===== src/rtl/rgb_led_monitor.sv =====
// rgb_led_monitor
//   Watches three active-low RGB LED drive pins, debounces the decoded color
//   code and reports each qualified color change.  It measures the dwell
//   time between changes and latches sticky flags for out-of-order colors
//   and out-of-tolerance dwell times.
//
// Ports
//   clk          system clock
//   rst_n        asynchronous active-low reset
//   RGB_R/G/B    active-low LED drive pins (0 = lit), asynchronous to clk
//   clr_err      synchronous clear of seq_err / dwell_err
//   color_idx    qualified color code (0 red .. 5 magenta, 6 off, 7 white)
//   color_valid  at least one code has qualified since reset
//   change_pulse one-cycle strobe on each qualified code change
//   dwell_out    cycles between the last two change pulses (saturating)
//   seq_err      sticky illegal-transition flag
//   dwell_err    sticky out-of-tolerance dwell flag
module rgb_led_monitor #(
   parameter int STABLE_CYCLES  = 4,
   parameter int DWELL_W        = 24,
   parameter int EXPECTED_DWELL = 2000000,
   parameter int DWELL_TOL      = 16
) (
   input  logic               clk,
   input  logic               rst_n,
   input  logic               RGB_R,
   input  logic               RGB_G,
   input  logic               RGB_B,
   input  logic               clr_err,
   output logic [2:0]         color_idx,
   output logic               color_valid,
   output logic               change_pulse,
   output logic [DWELL_W-1:0] dwell_out,
   output logic               seq_err,
   output logic               dwell_err
);

   localparam logic [7:0]         QUAL_CNT = 8'(STABLE_CYCLES - 1);
   localparam logic [DWELL_W-1:0] DW_ONE   = {{(DWELL_W-1){1'b0}}, 1'b1};
   localparam longint             DW_LO    = longint'(EXPECTED_DWELL) - longint'(DWELL_TOL);
   localparam longint             DW_HI    = longint'(EXPECTED_DWELL) + longint'(DWELL_TOL);

   // Two-flop synchronizer, bit order {R,G,B}
   logic [2:0] r_sync1, r_sync2;
   logic [2:0] w_lit;
   logic [2:0] w_code;

   // Qualifier
   logic [2:0] r_cand;
   logic [7:0] r_cnt;
   logic [7:0] w_cnt_nxt;
   logic       r_qual;

   // Tracking
   logic [2:0]         r_color_idx;
   logic [2:0]         r_prev_idx;
   logic               r_color_valid;
   logic               r_change_pulse;
   logic [DWELL_W-1:0] r_dwell;
   logic [DWELL_W-1:0] r_dwell_out;
   logic               r_seen_pulse;
   logic               r_chk_dwell;
   logic               r_seq_err;
   logic               r_dwell_err;

   logic w_first;
   logic w_change;
   logic w_seq_bad;
   logic w_dwell_bad;
   logic [2:0] w_next_legal;

   always_ff @(posedge clk or negedge rst_n) begin
      if (!rst_n) begin
         r_sync1 <= 3'b000;
         r_sync2 <= 3'b000;
      end else begin
         r_sync1 <= {RGB_R, RGB_G, RGB_B};
         r_sync2 <= r_sync1;
      end
   end

   assign w_lit = ~r_sync2;

   always_comb begin
      w_code = 3'd6;
      case (w_lit)
         3'b100:  w_code = 3'd0;
         3'b110:  w_code = 3'd1;
         3'b010:  w_code = 3'd2;
         3'b011:  w_code = 3'd3;
         3'b001:  w_code = 3'd4;
         3'b101:  w_code = 3'd5;
         3'b000:  w_code = 3'd6;
         3'b111:  w_code = 3'd7;
         default: w_code = 3'd6;
      endcase
   end

   // The stability count passes QUAL_CNT exactly once per steady run of
   // the candidate (it saturates at 255, above any legal QUAL_CNT), so
   // r_qual is a single-cycle qualification event.
   assign w_cnt_nxt = (w_code != r_cand) ? 8'd0 :
                      ((r_cnt == 8'hFF) ? r_cnt : r_cnt + 8'd1);

   always_ff @(posedge clk or negedge rst_n) begin
      if (!rst_n) begin
         r_cand <= 3'd0;
         r_cnt  <= 8'd0;
         r_qual <= 1'b0;
      end else begin
         r_cand <= w_code;
         r_cnt  <= w_cnt_nxt;
         r_qual <= (w_cnt_nxt == QUAL_CNT);
      end
   end

   // First qualification only arms the monitor; later ones matter only if
   // they bring a different code.
   assign w_first  = r_qual && !r_color_valid;
   assign w_change = r_qual && r_color_valid && (r_cand != r_color_idx);

   always_ff @(posedge clk or negedge rst_n) begin
      if (!rst_n) begin
         r_color_idx    <= 3'd0;
         r_prev_idx     <= 3'd0;
         r_color_valid  <= 1'b0;
         r_change_pulse <= 1'b0;
         r_dwell        <= '0;
         r_dwell_out    <= '0;
         r_seen_pulse   <= 1'b0;
         r_chk_dwell    <= 1'b0;
      end else begin
         r_change_pulse <= w_change;
         if (w_first) begin
            r_color_valid <= 1'b1;
            r_color_idx   <= r_cand;
            r_dwell       <= DW_ONE;
         end else if (w_change) begin
            r_color_idx  <= r_cand;
            r_prev_idx   <= r_color_idx;
            // Current count equals the distance to the previous event
            r_dwell_out  <= r_dwell;
            r_dwell      <= DW_ONE;
            // The dwell ending at the first pulse is partial: skip its check
            r_chk_dwell  <= r_seen_pulse;
            r_seen_pulse <= 1'b1;
         end else if (r_color_valid && !(&r_dwell)) begin
            r_dwell <= r_dwell + DW_ONE;
         end
      end
   end

   // Checks run in the change_pulse cycle, using the old/new code pair
   assign w_next_legal = (r_prev_idx == 3'd5) ? 3'd0 : r_prev_idx + 3'd1;
   assign w_seq_bad    = (r_prev_idx > 3'd5) || (r_color_idx > 3'd5) ||
                         (r_color_idx != w_next_legal);
   assign w_dwell_bad  = r_chk_dwell &&
                         ((longint'(r_dwell_out) < DW_LO) || (longint'(r_dwell_out) > DW_HI));

   // Set has priority over clear
   always_ff @(posedge clk or negedge rst_n) begin
      if (!rst_n) begin
         r_seq_err   <= 1'b0;
         r_dwell_err <= 1'b0;
      end else begin
         if (r_change_pulse && w_seq_bad)
            r_seq_err <= 1'b1;
         else if (clr_err)
            r_seq_err <= 1'b0;
         if (r_change_pulse && w_dwell_bad)
            r_dwell_err <= 1'b1;
         else if (clr_err)
            r_dwell_err <= 1'b0;
      end
   end

   assign color_idx    = r_color_idx;
   assign color_valid  = r_color_valid;
   assign change_pulse = r_change_pulse;
   assign dwell_out    = r_dwell_out;
   assign seq_err      = r_seq_err;
   assign dwell_err    = r_dwell_err;

endmodule


===== config.mk =====
export PLATFORM = sky130hd
export DESIGN_NAME = rgb_led_monitor
export DESIGN_NICKNAME = d
export VERILOG_FILES = /design/src/rtl/rgb_led_monitor.sv
export SDC_FILE = /design/constraint.sdc
export NUM_CORES = 1
export LEC_CHECK = 0
export ABC_AREA = 1
export BUFFER_PORTS_ARGS = -buffer_cell sky130_fd_sc_hd__buf_4
export CORE_MARGIN = 2
export CORE_UTILIZATION = 40
export DETAILED_ROUTE_END_ITERATION = 6
export PLACE_DENSITY = 0.69
export SYNTH_ARGS = -nofsm -noshare
export SYNTH_HDL_FRONTEND = slang
export SYNTH_SLANG_ARGS = --single-unit

===== constraint.sdc =====
create_clock -name clk -period 2.3 [get_ports clk]
set_clock_uncertainty 0.15 [all_clocks]
set_input_delay 0.115 -clock clk [delete_from_list [all_inputs] [get_ports clk]]
set_output_delay 0.115 -clock clk [all_outputs]
set_load 0.005 [all_outputs]

==> results.cfg <==
[place]
hpwl_mm = 6.50
dp_slack_ns = 0.322
gp_congestion = 0.905
port-buffer-count = 36

[yosys]
ys_warn_count = 0
seq_area_frac_synth_pct = 49.3
ys.flop_type = dfrtp_1
synth_area_leaders = dfrtp_1, nand2_1, inv_1
syn_nets = 516
yosysMostFrequentCell = nand2_1
synth_largest_area_cell = dfrtp_1
synth_edf_count = 0
synth_common_cells = nand2_1, dfrtp_1, inv_1, nor2_1, o21ai_0
synthCells = 508
synthesis.area_um2 = 3960
avgSynthCellArea_um2 = 7.79
ys_ff_latch = 78
synth_cell_type_count = 34
synth_top_area_share_pct = 49.3
synth_async_sr_flop_share_pct = 100

[cells_and_area]
post-route-util_pct = 47.9
nets = 562
areaGrowthSynthToFinish_pct = 17.2
antenna_cells = 0
layout-drive-gt1-share_pct = 14.0

[setup_path]
rr_worst_depth = 11
setup.worst_path.class = reg -> reg
critPathRequiredTime_ns = 2.42
slowest_delay_ns = 0.44
setup.worst_path.start_class = register
critical_path.cell_chain = ha_1, nand2_1, nor2_4, nand2_2, nor2_4, nand2_4, nand2_8, nand2_4, inv_2, nand2_1, o21ai_0
crit_fanout = 15
r2r-start = r_dwell[0]$_DFFE_PN0P_
critical_path.endpoint_type = register
rrSetupSlack_ns = 0.27
worstPathArrival_ns = 2.15
cp_slowest_cell = dfrtp_1
r2r_end = r_dwell[17]$_DFFE_PN0P_

[die]
start_util_pct = 40.9
boundaryPins = 37
fp.dieArea_um2 = 10700
chipHeight_um = 103
coreArea_um2 = 9680
num_rows = 36
die_x_um = 103

[routing]
ant_nets = 0
drc = 0
vias = 3350
wire_per_inst_um = 12.7
first_iter_violations = 213
drt_wl_total_mm = 8.76
viasPerCell = 4.85
first_pass_iters = 5

[global_route]
grt_pass1_wl_mm = 14.5
grtUsageTotal_pct = 17.6
grt_pass1_vias = 3071
grt_max_degree = 48
antenna_found_initial = 0
grt.overflow.total = 0

[timing]
worst_slack_ns = 0.267
tns_ns = 0
maxSlewViolCount = 0
max_freq_mhz = 492
finalCriticalPeriod_ns = 2.03
period_share_pct = 88.4
relSlewSlack_pct = 59.7
setup_violations = 0
grt_setup_unrepaired = false
tightest_slew_ns = 0.605
hold_viol_final = 0

[power_and_ir_drop]
irDropWorstVdd_v = 0.000227
leakage_nw = 2.17
power_per_cell_area_nw_per_um2 = 618

[clock_network]
cts_setup_buffers = 0
cts_repair_resize_count = 0
htreeDepth = 3
cts_tree = yes
cts_sinks = 78
numCtsBuffers = 9
cts_root_buf = clkbuf_8
clk_latency_ns = 0.35
cts_hold_buffers = 5
clkTransAtPathRegs_ns = 0.08
clockBufferDepth = 2

[status]
status = finished clean

[worst_hold_path]
hold_path.class = in -> async

[flow_run]
maxCapViolations = 0
## critical path: cells and delay by family (launching register included)
kind                     cells  cell delay, ns
AND/OR/NAND/NOR              8            0.96
flip-flops                   1            0.44
adder cells (fa/ha/maj)      1            0.20
buffers and inverters        1            0.15
AO/OA/AOI/OAI                1            0.07
## final cells by class
type                    count  area, um2
fillers                   931       5040
well taps                 133        166
clock inverters             5       83.8
clock buffers              10        128
inverters                  64        245
repair buffers             45        363
flip-flops and latches     78       1950
multi-input cells         356       1700
## sequential cells by signal, indices dropped and copies added, names as in the netlist, 3 cells and up
signal      flops
r_prev_idx      3
r_dwell        24
r_sync2         3
r_cand          3
r_cnt           8
dwell_out      24
color_idx       3
r_sync1         3
## report_power, final
group | leakage [nW] | switching (mW) | total, mW | internal, mW
Combinational | 1.00 | 0.183 | 0.277 | 0.0937
Sequential | 1.07 | 0.0540 | 1.47 | 1.42
Clock | 0.0990 | 0.510 | 1.12 | 0.610
## placed cells by master, fill, tap and decap left out
cell type      synthesis  layout
ha_1                   2       2
nand4_1               12      12
a21oi_1               10      10
clkbuf_8               0       9
dlygate4sd3_1          0       5
o22ai_1                1       1
clkinvlp_4             0       2
clkbuf_1               5       1
o21ai_1                4       4
nand2_1              151     151
xnor2_1                3       3
nand3_2                2       2
o21ai_0               40      40
nand3b_1               3       3
a211oi_1               1       1
and3_1                 1       1
dfrtp_1               78      78
nor2_2                 3       3
nor3_1                 3       3
nor4_1                 1       1
nand2_8                1       1
o21bai_1               1       1
inv_6                  1       2
nor3b_1                1       1
nand2_2                2       2
a21oi_2                1       1
o21ai_2                6       6
nand2_4                2       2
nor2_1                58      58
nand3_1               36      36
inv_2                  2       2
bufinv_16              0       2
buf_12                 0       1
inv_1                 61      61
xor2_1                 7       7
buf_4                  1      39
nor2_4                 4       4
## metrics by stage
step                instances  hold WS (ns)  instance area [um2]  power, mW
floorplan                 508        -0.331                 3960       1.68
global placement          671        0.0128                 4380       1.76
detailed placement        671        0.0224                 4380       1.77
CTS                       691         0.187                 4640       2.89
global route              691         0.230                 4640       3.01
finish                    691         0.186                 4640       2.87
## worst max path at each step
stage                           start                       to  slack, ns
2_1_floorplan  r_dwell[0]$_DFFE_PN0P_  r_dwell[22]$_DFFE_PN0P_       0.50
5_1_grt        r_dwell[0]$_DFFE_PN0P_  r_dwell[17]$_DFFE_PN0P_       0.06
6_report       r_dwell[0]$_DFFE_PN0P_  r_dwell[17]$_DFFE_PN0P_       0.27
3_5_place_dp   r_dwell[0]$_DFFE_PN0P_  r_dwell[19]$_DFFE_PN0P_       0.32
3_3_place_gp   r_dwell[0]$_DFFE_PN0P_  r_dwell[19]$_DFFE_PN0P_       0.37
4_1_cts        r_dwell[0]$_DFFE_PN0P_  r_dwell[17]$_DFFE_PN0P_       0.26
## metal layers
layer	up-vias	global-route usage, %	wire length, um
met5	-	0	0
li1	1707	-	-
met1	1548	24.6	4220
met4	0	5.87	193
met2	76	27.5	3980
met3	19	3.49	371
## kinds of logic after synthesis
kind of cell	count (synthesis)	share of synthesized area, %
compound gates	64	8.92
xor+xnor	10	2.21
fa+ha+maj	2	0.632
simple gates	280	31.2
flops	78	49.3
buf+inv	74	7.68
No activity file was read; power rests on OpenSTA's default activity.
